--- src/rtl/spart_pkg.sv ---
// Types and fixed addresses shared by the CPU-side SPART MMIO bridge.
package spart_pkg;

    typedef enum logic [1:0] {
        IDLE,
        REQ,
        GAP
    } state_t;

    localparam logic [27:0] SPART_DATA_ADDR = 28'h800_0000;
    localparam logic [27:0] SPART_STAT_ADDR = 28'h800_0001;
    localparam logic [31:0] TO_RDATA        = 32'hDEAD_BEEF;

endpackage

--- src/rtl/spart_mmio_bridge_if.sv ---
// SPART-side request/response bus: the bridge drives a request, SPART answers with ready/data.
interface spart_mmio_bridge_if #(
    parameter int unsigned ADDR_W = 28,
    parameter int unsigned DATA_W = 32
);
    logic              io_valid_data;
    logic              io_rw_data;
    logic [ADDR_W-1:0] mem_addr;
    logic [DATA_W-1:0] io_wr_data;
    logic              io_ready_data;
    logic [DATA_W-1:0] io_rd_data;

    modport master (
        output io_valid_data, io_rw_data, mem_addr, io_wr_data,
        input  io_ready_data, io_rd_data
    );

    modport slave (
        input  io_valid_data, io_rw_data, mem_addr, io_wr_data,
        output io_ready_data, io_rd_data
    );
endinterface

--- src/rtl/spart_mmio_bridge.sv ---
// Turns CPU loads/stores that hit the SPART window into one held SPART transaction,
// stalling the CPU until it completes or times out, then forcing a valid-low gap.
module spart_mmio_bridge
    import spart_pkg::*;
#(
    parameter int unsigned       ADDR_W   = 28,
    parameter int unsigned       DATA_W   = 32,
    parameter logic [ADDR_W-1:0] IO_BASE  = ADDR_W'(SPART_DATA_ADDR),
    parameter int unsigned       IO_SPAN  = 2,
    parameter int unsigned       TIMEOUT  = 1023,
    parameter logic [DATA_W-1:0] TO_RDATA = DATA_W'(spart_pkg::TO_RDATA)
) (
    input  logic              clk,
    input  logic              rst,
    input  logic              cpu_req,
    input  logic              cpu_we,
    input  logic [ADDR_W-1:0] cpu_addr,
    input  logic [DATA_W-1:0] cpu_wdata,
    output logic [DATA_W-1:0] cpu_rdata,
    output logic              cpu_stall,
    output logic              cpu_done,
    output logic              timeout_err,
    input  logic              err_clr,
    spart_mmio_bridge_if.master io
);

    localparam int unsigned       CNT_W   = $clog2(TIMEOUT + 1);
    localparam logic [CNT_W-1:0]  CNT_END = CNT_W'(TIMEOUT - 1);
    localparam logic [ADDR_W-1:0] IO_END  = IO_BASE + ADDR_W'(IO_SPAN);

    state_t            state;
    logic [ADDR_W-1:0] lat_addr;
    logic [DATA_W-1:0] lat_wdata;
    logic              lat_we;
    logic [CNT_W-1:0]  cnt;
    logic              valid_q;
    logic              hit;

    assign hit = cpu_req && (cpu_addr >= IO_BASE) && (cpu_addr < IO_END);

    assign cpu_stall        = (state == REQ) || ((state == IDLE) && hit);
    assign io.io_valid_data = valid_q;
    assign io.io_rw_data    = lat_we;
    assign io.mem_addr      = lat_addr;
    assign io.io_wr_data    = lat_wdata;

    always_ff @(posedge clk) begin
        if (rst) begin
            state       <= IDLE;
            lat_addr    <= '0;
            lat_wdata   <= '0;
            lat_we      <= 1'b0;
            cnt         <= '0;
            valid_q     <= 1'b0;
            cpu_done    <= 1'b0;
            cpu_rdata   <= '0;
            timeout_err <= 1'b0;
        end else begin
            cpu_done <= 1'b0;
            if (err_clr) timeout_err <= 1'b0;

            unique case (state)
                IDLE: begin
                    if (hit) begin
                        lat_addr  <= cpu_addr;
                        lat_wdata <= cpu_wdata;
                        lat_we    <= cpu_we;
                        cnt       <= '0;
                        valid_q   <= 1'b1;
                        state     <= REQ;
                    end
                end
                REQ: begin
                    cnt <= cnt + CNT_W'(1);
                    // Ready is tested first so a response on the final counted cycle is not an error.
                    if (io.io_ready_data) begin
                        if (!lat_we) cpu_rdata <= io.io_rd_data;
                        valid_q  <= 1'b0;
                        cpu_done <= 1'b1;
                        state    <= GAP;
                    end else if (cnt == CNT_END) begin
                        if (!lat_we) cpu_rdata <= TO_RDATA;
                        timeout_err <= 1'b1;
                        valid_q     <= 1'b0;
                        cpu_done    <= 1'b1;
                        state       <= GAP;
                    end
                end
                GAP: state <= IDLE;
                default: state <= IDLE;
            endcase
        end
    end

endmodule

--- src/flat_wrapper.sv ---
// flat-port wrapper written by rule: the top's interface ports become plain ports
module spart_mmio_bridge_flat import spart_pkg::*;
#(
    parameter int unsigned       ADDR_W   = 28,
    parameter int unsigned       DATA_W   = 32,
    parameter logic [ADDR_W-1:0] IO_BASE  = ADDR_W'(SPART_DATA_ADDR),
    parameter int unsigned       IO_SPAN  = 2,
    parameter int unsigned       TIMEOUT  = 1023,
    parameter logic [DATA_W-1:0] TO_RDATA = DATA_W'(spart_pkg::TO_RDATA)
)
  (clk, rst, cpu_req, cpu_we, cpu_addr, cpu_wdata, cpu_rdata, cpu_stall, cpu_done, timeout_err, err_clr, io_io_valid_data, io_io_rw_data, io_mem_addr, io_io_wr_data, io_io_ready_data, io_io_rd_data);
  spart_mmio_bridge_if #(.ADDR_W(ADDR_W), .DATA_W(DATA_W)) io_i ();
  input  logic clk;
  input  logic rst;
  input  logic cpu_req;
  input  logic cpu_we;
  input  logic [ADDR_W-1:0] cpu_addr;
  input  logic [DATA_W-1:0] cpu_wdata;
  output logic [DATA_W-1:0] cpu_rdata;
  output logic cpu_stall;
  output logic cpu_done;
  output logic timeout_err;
  input  logic err_clr;
  output wire logic [$bits(io_i.io_valid_data)-1:0] io_io_valid_data;
  output wire logic [$bits(io_i.io_rw_data)-1:0] io_io_rw_data;
  output wire logic [$bits(io_i.mem_addr)-1:0] io_mem_addr;
  output wire logic [$bits(io_i.io_wr_data)-1:0] io_io_wr_data;
  input wire logic [$bits(io_i.io_ready_data)-1:0] io_io_ready_data;
  input wire logic [$bits(io_i.io_rd_data)-1:0] io_io_rd_data;
  assign io_io_valid_data = io_i.io_valid_data;
  assign io_io_rw_data = io_i.io_rw_data;
  assign io_mem_addr = io_i.mem_addr;
  assign io_io_wr_data = io_i.io_wr_data;
  assign io_i.io_ready_data = io_io_ready_data;
  assign io_i.io_rd_data = io_io_rd_data;
  spart_mmio_bridge #(.ADDR_W(ADDR_W), .DATA_W(DATA_W), .IO_BASE(IO_BASE), .IO_SPAN(IO_SPAN), .TIMEOUT(TIMEOUT), .TO_RDATA(TO_RDATA)) u_core (.clk(clk), .rst(rst), .cpu_req(cpu_req), .cpu_we(cpu_we), .cpu_addr(cpu_addr), .cpu_wdata(cpu_wdata), .cpu_rdata(cpu_rdata), .cpu_stall(cpu_stall), .cpu_done(cpu_done), .timeout_err(timeout_err), .err_clr(err_clr), .io(io_i));
endmodule
--- config.mk ---
export PLATFORM = sky130hd
export DESIGN_NAME = spart_mmio_bridge_flat
export DESIGN_NICKNAME = d
export VERILOG_FILES = /design/src/rtl/spart_pkg.sv /design/src/rtl/spart_mmio_bridge_if.sv /design/src/rtl/spart_mmio_bridge.sv /design/src/flat_wrapper.sv
export SDC_FILE = /design/constraint.sdc
export NUM_CORES = 1
export LEC_CHECK = 0
export ABC_AREA = 1
export BUFFER_PORTS_ARGS = -buffer_cell sky130_fd_sc_hd__buf_4
export CORE_ASPECT_RATIO = 0.75
export CORE_MARGIN = 4
export CORE_UTILIZATION = 51
export CTS_BUF_LIST = sky130_fd_sc_hd__clkbuf_16
export CTS_CLUSTER_SIZE = 8
export DETAILED_ROUTE_END_ITERATION = 7
export PLACE_DENSITY_LB_ADDON = 0.05
export SYNTH_ARGS = -nofsm -noshare
export SYNTH_HDL_FRONTEND = slang
export SYNTH_SLANG_ARGS = --single-unit
--- constraint.sdc ---
create_clock -name clk -period 3.05 [get_ports clk]
set_input_delay 0.305 -clock clk [delete_from_list [all_inputs] [get_ports clk]]
set_output_delay 0.305 -clock clk [all_outputs]
set_load 0.005 [all_outputs]
# After elaboration in Yosys (flattened, before gate mapping)
# Index checks and enable logic that the tools add are counted.
# classes
addsub	1
magnitude_cmp	2
eq_ne	4
mux	20
bitwise	2
reduce_logical	13
# ops
op	count
32-bit two-way mux	4
28-bit greater-or-equal comparator, second input constant	1
28-bit less-than comparator, second input constant	1
10-bit one-hot mux with 2 select lines	1
10-bit by 1-bit adder with 10-bit output, second input constant	1
10-bit equality test, second input constant	1
10-bit two-way mux	1
1-bit two-way mux	9
2-bit two-way mux	3
2-bit AND reduction	3
3-bit AND reduction	2
2-bit one-hot mux with 2 select lines	1
2-bit nonzero test	2
1-bit logical AND	3
3-bit != test, second input constant	1
2-bit by 1-bit equality test with 1-bit output, second input constant	1
2-bit logical NOT	1
2-bit by 1-bit != test with 1-bit output, second input constant	1
1-bit NOT	2
1-bit one-hot mux with 2 select lines	1
2-bit OR reduction	1
1-bit logical OR	1
# word_totals
reg_bits	108
inputBits	98
output_inout_bits	97
wordCells	51

# Depth between registers and ports, before layout
# Gate-level depths: netlist of the first run.
# depth
depth_word	5
ltp_mapped	11
depth_no_buf	10

# Least setup slack after synthesis of the first run
# No wires, ideal clock.
# synth_timing
path_kind	reg-to-reg
from	register u_core.cnt[0]
to	register u_core.cpu_rdata[14]
t_arrival_ns	1.216
t_required_ns	2.922
slack_ns	1.706
path_stages_with_launch	12
n_path_buf	1
period_less_slack_ns	1.344
cell_sequence	dfxtp_1 -> inv_1 -> ha_1 -> nand2_1 -> inv_1 -> nand4_2 -> nand2_4 -> nand3_4 -> buf_6 -> nand2_1 -> nand2_1 -> nor2_1
# synth_between
elab_chain_len	3
# synth_rtl
element	line_no	rtl
start: declaration	spart_mmio_bridge.sv:35	logic [CNT_W-1:0] cnt;
start signal: assignment	spart_mmio_bridge.sv:74	cnt <= cnt + CNT_W'(1);
10-bit equality test	spart_mmio_bridge.sv:81	end else if (cnt == CNT_END) begin
2-bit nonzero test (no line)	n/a	
3-bit AND reduction (no line)	n/a	
end signal: assignment	spart_mmio_bridge.sv:77	if (!lat_we) cpu_rdata <= io.io_rd_data;
end: declaration	spart_mmio_bridge.sv:19	output logic [DATA_W-1:0] cpu_rdata,
# Every way passes these cells.
# A chain may end at the register's enable or synchronous reset.

# Final worst setup path of the first run
# layout_timing
from	register u_core.state[1]
to	output port cpu_stall
# layout_between
elab_chain_len	3
elab_cells_between_ends	4
classes_between	eq/ne: 1; reduce/logical: 3
# layout_rtl
element	line_no	rtl
start: declaration	spart_mmio_bridge.sv:31	state_t state;
start signal: assignment	spart_mmio_bridge.sv:49	state <= IDLE;
start signal: assignment	spart_mmio_bridge.sv:70	state <= REQ;
start signal: assignment	spart_mmio_bridge.sv:80	state <= GAP;
2-bit logical NOT	spart_mmio_bridge.sv:41	assign cpu_stall = (state == REQ) || ((state == IDLE) && hit);
1-bit logical AND	spart_mmio_bridge.sv:41	
1-bit logical OR (*)	spart_mmio_bridge.sv:41	
end: declaration	flat_wrapper.sv:20	output logic cpu_stall;
# Mark *: on every way between the ends. The rest lies on a longest branch, timed or not.

==> metrics.log, run 1 <==
INFO  metric power.ir.vdd_worst = 0.000384 V
INFO  metric critPathRequiredTime = 2740 ps
INFO  metric post-route-util = 73.3%
INFO  metric report.final.slew_viol_count = 0
INFO  metric grt_setup_unrepaired = no
INFO  metric drcViolationCount = 0
INFO  metric root_buffer = sky130_fd_sc_hd__clkbuf_16
INFO  metric postSynthRegisterBits = 108
INFO  metric syn-num-nets = 750
INFO  metric synthDistinctLibCells = 28
INFO  metric syn-mean-instance-area = 6.96 sq um
INFO  metric area_delta_synth_final = 38.6%
INFO  metric p_leak = 3.41 nW
INFO  metric largest_net_degree_at_the_start_of_global_routing = 93
INFO  metric post_synthesis_instance_area = 0.00453 sq mm
INFO  metric cts-hold-fix-buffers = 0
INFO  metric yosysWarningCount = 0
INFO  metric grtUsageTotal = 21.9%
INFO  metric finish.cell_count_without_fillers = 935
INFO  metric grt_first_pass_wirelength = 18200 um
INFO  metric finalCritPeriodShare = 65.8%
INFO  metric timing.fmax = 498 MHz
INFO  metric cts_resized = 0
INFO  metric drive_gt1_share = 27.1%
INFO  metric hp-class = in -> reg
INFO  metric crit_path_end_kind = primary output
INFO  metric finalCriticalPeriod = 2010 ps
INFO  metric layout.cells.most_common = sky130_fd_sc_hd__buf_4
INFO  metric cts-root-to-sink-buffers = 2
INFO  metric path_common_cell = sky130_fd_sc_hd__nand2_1
INFO  metric fill_cell_instance_count_of_the_final_layout = 703
INFO  metric final_net_count = 922
INFO  metric cts_inserted_buffers = 9
INFO  metric dpl_ws = 1100 ps
INFO  metric crit_chain = inv_1 -> nand2_1 -> nor2_1 -> nand2_1 -> nor2_1 -> nand2_2 -> nand2_1 -> buf_4
INFO  metric power_density = 419 mW/mm^2
INFO  metric floorplan.die_area = 0.0105 sq mm
INFO  metric setup.reg_to_reg.worst_slack = 1090 ps
INFO  metric most-common-layout-cells = sky130_fd_sc_hd__buf_4 (196), sky130_fd_sc_hd__nand2_1 (148), sky130_fd_sc_hd__inv_1 (125)
INFO  metric detailedRoute.firstIterationViolations = 214
INFO  metric first_global_vias = 3996
INFO  metric slowest_delay = 330 ps
INFO  metric final_design_area_no_fill = 0.00628 sq mm
INFO  metric avgRoutedWirePerCell = 12.7 um
INFO  metric route.detailed.vias_per_inst = 4.70
INFO  metric grt_antenna_before_repair = 0
INFO  metric synth_area_leader_cell = sky130_fd_sc_hd__dfxtp_1
INFO  metric report.final.hold_viol_count = 0
INFO  metric htree_levels = 3
INFO  metric yosysSeqAreaShare = 47.8%
INFO  metric core_region_area = 0.00856 sq mm
INFO  metric firstDrtPassIters = 4
INFO  metric criticalPathCategory = reg -> out
INFO  metric port_buffers = 194
INFO  metric gp_routability_congestion = 0.803
INFO  metric placedCellCount = 919
INFO  metric cpMaxStageDelayCell = sky130_fd_sc_hd__dfxtp_1
INFO  metric die_width = 117 um
INFO  metric cell_types_with_the_largest_area_share_after_synthesis = sky130_fd_sc_hd__dfxtp_1 (48%), sky130_fd_sc_hd__nand2_1 (12%), sky130_fd_sc_hd__inv_1 (10%), sky130_fd_sc_hd__nor2_1 (8.5%), sky130_fd_sc_hd__nand4_1 (4.6%)
INFO  metric critical_path_arrival = 1700 ps
INFO  metric antenna_cells_inserted = 0
INFO  metric via_count = 4395
INFO  metric initial_utilization = 52.9%
INFO  metric slew-limit-headroom = 61.8%
INFO  metric cpLargestDelayFamily = simple AND/OR/NAND/NOR gates
INFO  metric path_clk_slew = 70 ps
INFO  metric cts.sinks = 108
INFO  metric design.portCount = 195
INFO  metric post-dp-hpwl = 8470 um
INFO  metric final.setup.worst_slack = 1040 ps
INFO  metric detailed_place.area = 0.00600 sq mm
INFO  metric tritoncts_clock_tree = done
INFO  metric number_of_buffers_inserted_by_post_cts_setup_repair = 0
INFO  metric synth_top_area_share = 47.8%
INFO  metric overflow = 0
INFO  metric critical_path_peak_fanout = 29
INFO  metric worst-path-buf-inv = 2
INFO  metric source_to_sink_clock_delay_at_the_later_pin_of_the_worst_skew_pair = 340 ps
INFO  metric postRouteWirelength = 11900 um
INFO  metric tightestPinTransition = 572 ps
INFO  metric setup_viol = 0
INFO  metric detail-route-antenna-nets = 0
INFO  metric floorplan.rows = 29
INFO  metric timing.clock.skew = 9.72 ps
INFO  metric dieHeight = 89.6 um
INFO  metric number_of_instances_in_the_synthesized_netlist = 650
INFO  metric outcome = complete, no violations
INFO  metric totalNegativeSetupSlack = 0 ps
INFO  metric max-cap-violations = 0
INFO  metric cp-start-kind = flop
[worst reg2reg max path, cell delays in order, from the launching register on]
cell and delay, ps:
sky130_fd_sc_hd__dfxtp_1 330, sky130_fd_sc_hd__inv_1 60, sky130_fd_sc_hd__nor2_4 450, sky130_fd_sc_hd__inv_2 200, sky130_fd_sc_hd__nor2_4 160, sky130_fd_sc_hd__nand2_4 100
sky130_fd_sc_hd__nand3_4 320, sky130_fd_sc_hd__nand2_1 110, sky130_fd_sc_hd__nand2_1 80, sky130_fd_sc_hd__nor2_1 40
[routing by layer]
layer  GRT usage, %  vias to the layer above  share of wire, %
met5              0                        -                 0
met4           7.08                        0               2.2
met3           10.0                       19               9.6
met2           38.1                      132                49
met1           24.1                     1945                40
li1               -                     2299                 -
[power by group]
group | internal (W) | total, W | switching (W)
Sequential | 0.00141 | 0.00141 | 0.00000000000458
Clock | 0.000555 | 0.00107 | 0.000513
Combinational | 0.0000923 | 0.000155 | 0.0000631
[cell type report]
| class | count | area [sq um] | area share (%) |
|---|---|---|---|
| Tap cell | 108 | 135 | 2.15 |
| Timing Repair Buffer | 198 | 1510 | 24.1 |
| Inverter | 128 | 480 | 7.66 |
| Sequential cell | 108 | 2160 | 34.4 |
| Clock buffer | 9 | 225 | 3.59 |
| Clock inverter | 7 | 48.8 | 0.778 |
| Multi-Input combinational cell | 377 | 1710 | 27.3 |
[registers in the layout, summed over array words and instances (netlist names)]
name,flops
u_core.cpu_rdata,32
u_core.io.io_wr_data,32
u_core.io.mem_addr,28
u_core.cnt,10
u_core.state,2
u_core.cpu_done,1
u_core.io.io_rw_data,1
u_core.io.io_valid_data,1
u_core.timeout_err,1
[through the flow]
stage	hold WS, ps	total power [W]
2_1_floorplan	440	0.00149
3_3_place_gp	433	0.00160
3_5_place_dp	437	0.00160
4_1_cts	168	0.00266
5_1_grt	170	0.00273
6_report	178	0.00263
[cells in the mapped netlist, drive strengths merged]
master and instances:
clkbuf 22, and2 1, nand3b 2, or2 2, nand3 15, nand4 34
inv 128, buf 15, ha 2, a21oi 36, nor2 105, nand2 150
o21bai 1, dfxtp 108, and3 24, o21ai 4, nor3 1
[worst paths after layout]
kind	from	end	cells past startpoint
hold reg to reg	u_core.cpu_rdata[27]	u_core.cpu_rdata[27]	2
setup / recovery	u_core.state[1]	cpu_stall	8
hold / removal	cpu_wdata[31]	u_core.io.io_wr_data[31]	3
setup reg to reg	u_core.state[0]	u_core.cpu_rdata[22]	9
[cell families after synthesis]
group                      synth area share [%]
and+or+nand+nor                            32.7
buffers and inverters                      14.4
DFF                                        47.8
AOI/OAI and AO/OA                          4.59
adders and majority gates                 0.553
(Power assumes the default switching activity.)
==> inputs of run 2 (changes only) <==
--- a/config.mk
+++ b/config.mk
@@ -9,7 +9,7 @@
 export BUFFER_PORTS_ARGS = -buffer_cell sky130_fd_sc_hd__buf_4
 export CORE_ASPECT_RATIO = 0.75
 export CORE_MARGIN = 4
-export CORE_UTILIZATION = 51
+export CORE_UTILIZATION = 48
 export CTS_BUF_LIST = sky130_fd_sc_hd__clkbuf_16
 export CTS_CLUSTER_SIZE = 8
 export DETAILED_ROUTE_END_ITERATION = 7
==> constraint.sdc (replaced) <==
create_clock -name clk -period 2 [get_ports clk]
set_input_delay 0.2 -clock clk [delete_from_list [all_inputs] [get_ports clk]]
set_output_delay 0.2 -clock clk [all_outputs]
set_load 0.005 [all_outputs]
==> run 2 against run 1 <==
Sequential share of layout area shrank 0.59 points. Combinational power rose by 55%. Non-clock buffer count grew 3. Largest cell class unchanged. Largest power group unchanged.
==> metrics.log, run 2 (synthesis gave the netlist of run 1 again) <==
INFO  metric finish.cell_count_without_fillers = 958
INFO  metric largest_net_degree_at_the_start_of_global_routing = 44
INFO  metric detail-route-antenna-nets = 0
INFO  metric layout.cells.most_common = sky130_fd_sc_hd__buf_4
INFO  metric number_of_buffers_inserted_by_post_cts_setup_repair = 0
INFO  metric cts_inserted_buffers = 9
INFO  metric end_point_of_the_critical_path = cpu_stall
INFO  metric power_density = 657 mW/mm^2
INFO  metric root_buffer = sky130_fd_sc_hd__clkbuf_16
INFO  metric slew-limit-headroom = 58.9%
INFO  metric report.final.slew_viol_count = 0
INFO  metric core_region_area = 0.00912 sq mm
INFO  metric antenna_cells_inserted = 0
INFO  metric finalCriticalPeriod = 1770 ps
INFO  metric hp-class = in -> reg
INFO  metric grt_setup_unrepaired = no
INFO  metric tightestPinTransition = 615 ps
INFO  metric cts_resized = 0
INFO  metric route.detailed.vias_per_inst = 4.62
INFO  metric finalCritPeriodShare = 88.3%
INFO  metric floorplan.die_area = 0.0111 sq mm
INFO  metric totalNegativeSetupSlack = 0 ps
INFO  metric crit_path_end_kind = primary output
INFO  metric path_clk_slew = 80 ps
INFO  metric area_delta_synth_final = 41.0%
INFO  metric setup.reg_to_reg.worst_slack = 290 ps
INFO  metric cts-hold-fix-buffers = 0
INFO  metric tritoncts_clock_tree = done
INFO  metric cts.sinks = 108
INFO  metric design.portCount = 195
INFO  metric detailedRoute.firstIterationViolations = 305
INFO  metric grt_first_pass_wirelength = 19400 um
INFO  metric cp-start-kind = flop
INFO  metric power_total = 0.00419 W
INFO  metric critPathRequiredTime = 1800 ps
INFO  metric drive_gt1_share = 27.3%
INFO  metric startpoint = u_core.state[1]
INFO  metric grtUsageTotal = 21.5%
INFO  metric post-dp-hpwl = 8650 um
INFO  metric timing.fmax = 567 MHz
INFO  metric grt_antenna_before_repair = 0
INFO  metric firstDrtPassIters = 4
INFO  metric placedCellCount = 942
INFO  metric die_width = 120 um
INFO  metric cts-root-to-sink-buffers = 2
INFO  metric p_leak = 3.47 nW
INFO  metric htree_levels = 3
INFO  metric setup_viol = 0
INFO  metric report.final.hold_viol_count = 0
INFO  metric hold_path.startpoint = cpu_wdata[31]
INFO  metric final_net_count = 925
INFO  metric most-common-layout-cells = sky130_fd_sc_hd__buf_4 (197), sky130_fd_sc_hd__nand2_1 (148), sky130_fd_sc_hd__inv_1 (126)
INFO  metric rr_worst_depth = 7
INFO  metric critical_path_arrival = 1570 ps
INFO  metric avgRoutedWirePerCell = 12.5 um
INFO  metric critical_path_peak_fanout = 14
INFO  metric gp_routability_congestion = 0.879
INFO  metric postRouteWirelength = 11900 um
INFO  metric via_count = 4429
INFO  metric power.ir.vdd_worst = 0.000442 V
INFO  metric drcViolationCount = 0
INFO  metric overflow = 0
INFO  metric reg2reg_from = u_core.state[0]
INFO  metric port_buffers = 194
INFO  metric max-cap-violations = 0
INFO  metric timing.clock.skew = 11.0 ps
INFO  metric first_global_vias = 4157
INFO  metric rr_endpoint = u_core.cpu_rdata[22]
INFO  metric initial_utilization = 49.6%
INFO  metric outcome = complete, no violations
INFO  metric floorplan.rows = 30
INFO  metric criticalPathCategory = reg -> out
INFO  metric dieHeight = 92.1 um
INFO  metric source_to_sink_clock_delay_at_the_later_pin_of_the_worst_skew_pair = 350 ps
==> run 2: cell count changes in the layout (fill, tap and decap cells not counted) <==
cell and change:
sky130_fd_sc_hd__inv_1 +1, sky130_fd_sc_hd__clkinv_8 +1, sky130_fd_sc_hd__clkinv_4 +2, sky130_fd_sc_hd__clkinv_1 -1, sky130_fd_sc_hd__clkinvlp_4 -3, sky130_fd_sc_hd__buf_4 +1
sky130_fd_sc_hd__buf_12 +2, sky130_fd_sc_hd__bufinv_16 +1, sky130_fd_sc_hd__clkinv_2 -1
==> run 2: cell type report <==
cell class / count / area (sq um)
Sequential cell: 108 / 2160
Multi-Input combinational cell: 377 / 1710
Clock inverter: 7 / 85.1
Fill cell: 771 / 2740
Clock buffer: 9 / 225
Inverter: 128 / 480
Tap cell: 128 / 160
Timing Repair Buffer: 201 / 1560
==> run 2: critical path: stages (launching register included) <==
cell and delay (ps):
sky130_fd_sc_hd__dfxtp_1 330, sky130_fd_sc_hd__inv_1 60, sky130_fd_sc_hd__nand2_1 50, sky130_fd_sc_hd__nor2_1 80, sky130_fd_sc_hd__nand2_1 60, sky130_fd_sc_hd__nor2_1 120
sky130_fd_sc_hd__nand2_2 220, sky130_fd_sc_hd__nand2_1 180, sky130_fd_sc_hd__buf_4 130
==> run 2: through the flow <==
| stage | hold WS (ps) | setup WS (ps) | utilization (%) | cell area, sq um |
|---|---|---|---|---|
| finish | 70.6 | 235 | 70.0 | 6380 |
| global route | 58.5 | 67.2 | 70.0 | 6380 |
| CTS | 61.9 | 202 | 70.0 | 6380 |
| detailed placement | 427 | 276 | 66.6 | 6070 |
| global placement | 420 | 377 | 66.6 | 6070 |
| floorplan | 335 | 656 | - | 4530 |
==> run 2: worst min-delay path by stage <==
stage	endpoint	cells past startpoint
final	u_core.io.io_wr_data[31]	3
after global routing	u_core.io.io_wr_data[6]	3
after CTS	u_core.io.io_wr_data[31]	3
after detailed placement	u_core.io.io_wr_data[31]	3
after global placement	u_core.io.io_wr_data[18]	3
after floorplan	u_core.io.io_rw_data	2
==> run 2: routing by layer <==
| metal | GRT usage [%] | up-vias | share of wire, % |
|---|---|---|---|
| met2 | 36.5 | 155 | 50 |
| met4 | 6.58 | 0 | 1.7 |
| li1 | - | 2299 | - |
| met5 | 0 | - | 0 |
| met1 | 24.2 | 1956 | 38 |
| met3 | 9.56 | 19 | 11 |
==> run 2: where the power goes <==
| group | switching (W) | internal, W |
|---|---|---|
| logic | 0.0000966 | 0.000144 |
| registers | 0.00000000000716 | 0.00215 |
| clock network | 0.000814 | 0.000991 |
| total | 0.000911 | 0.00328 |
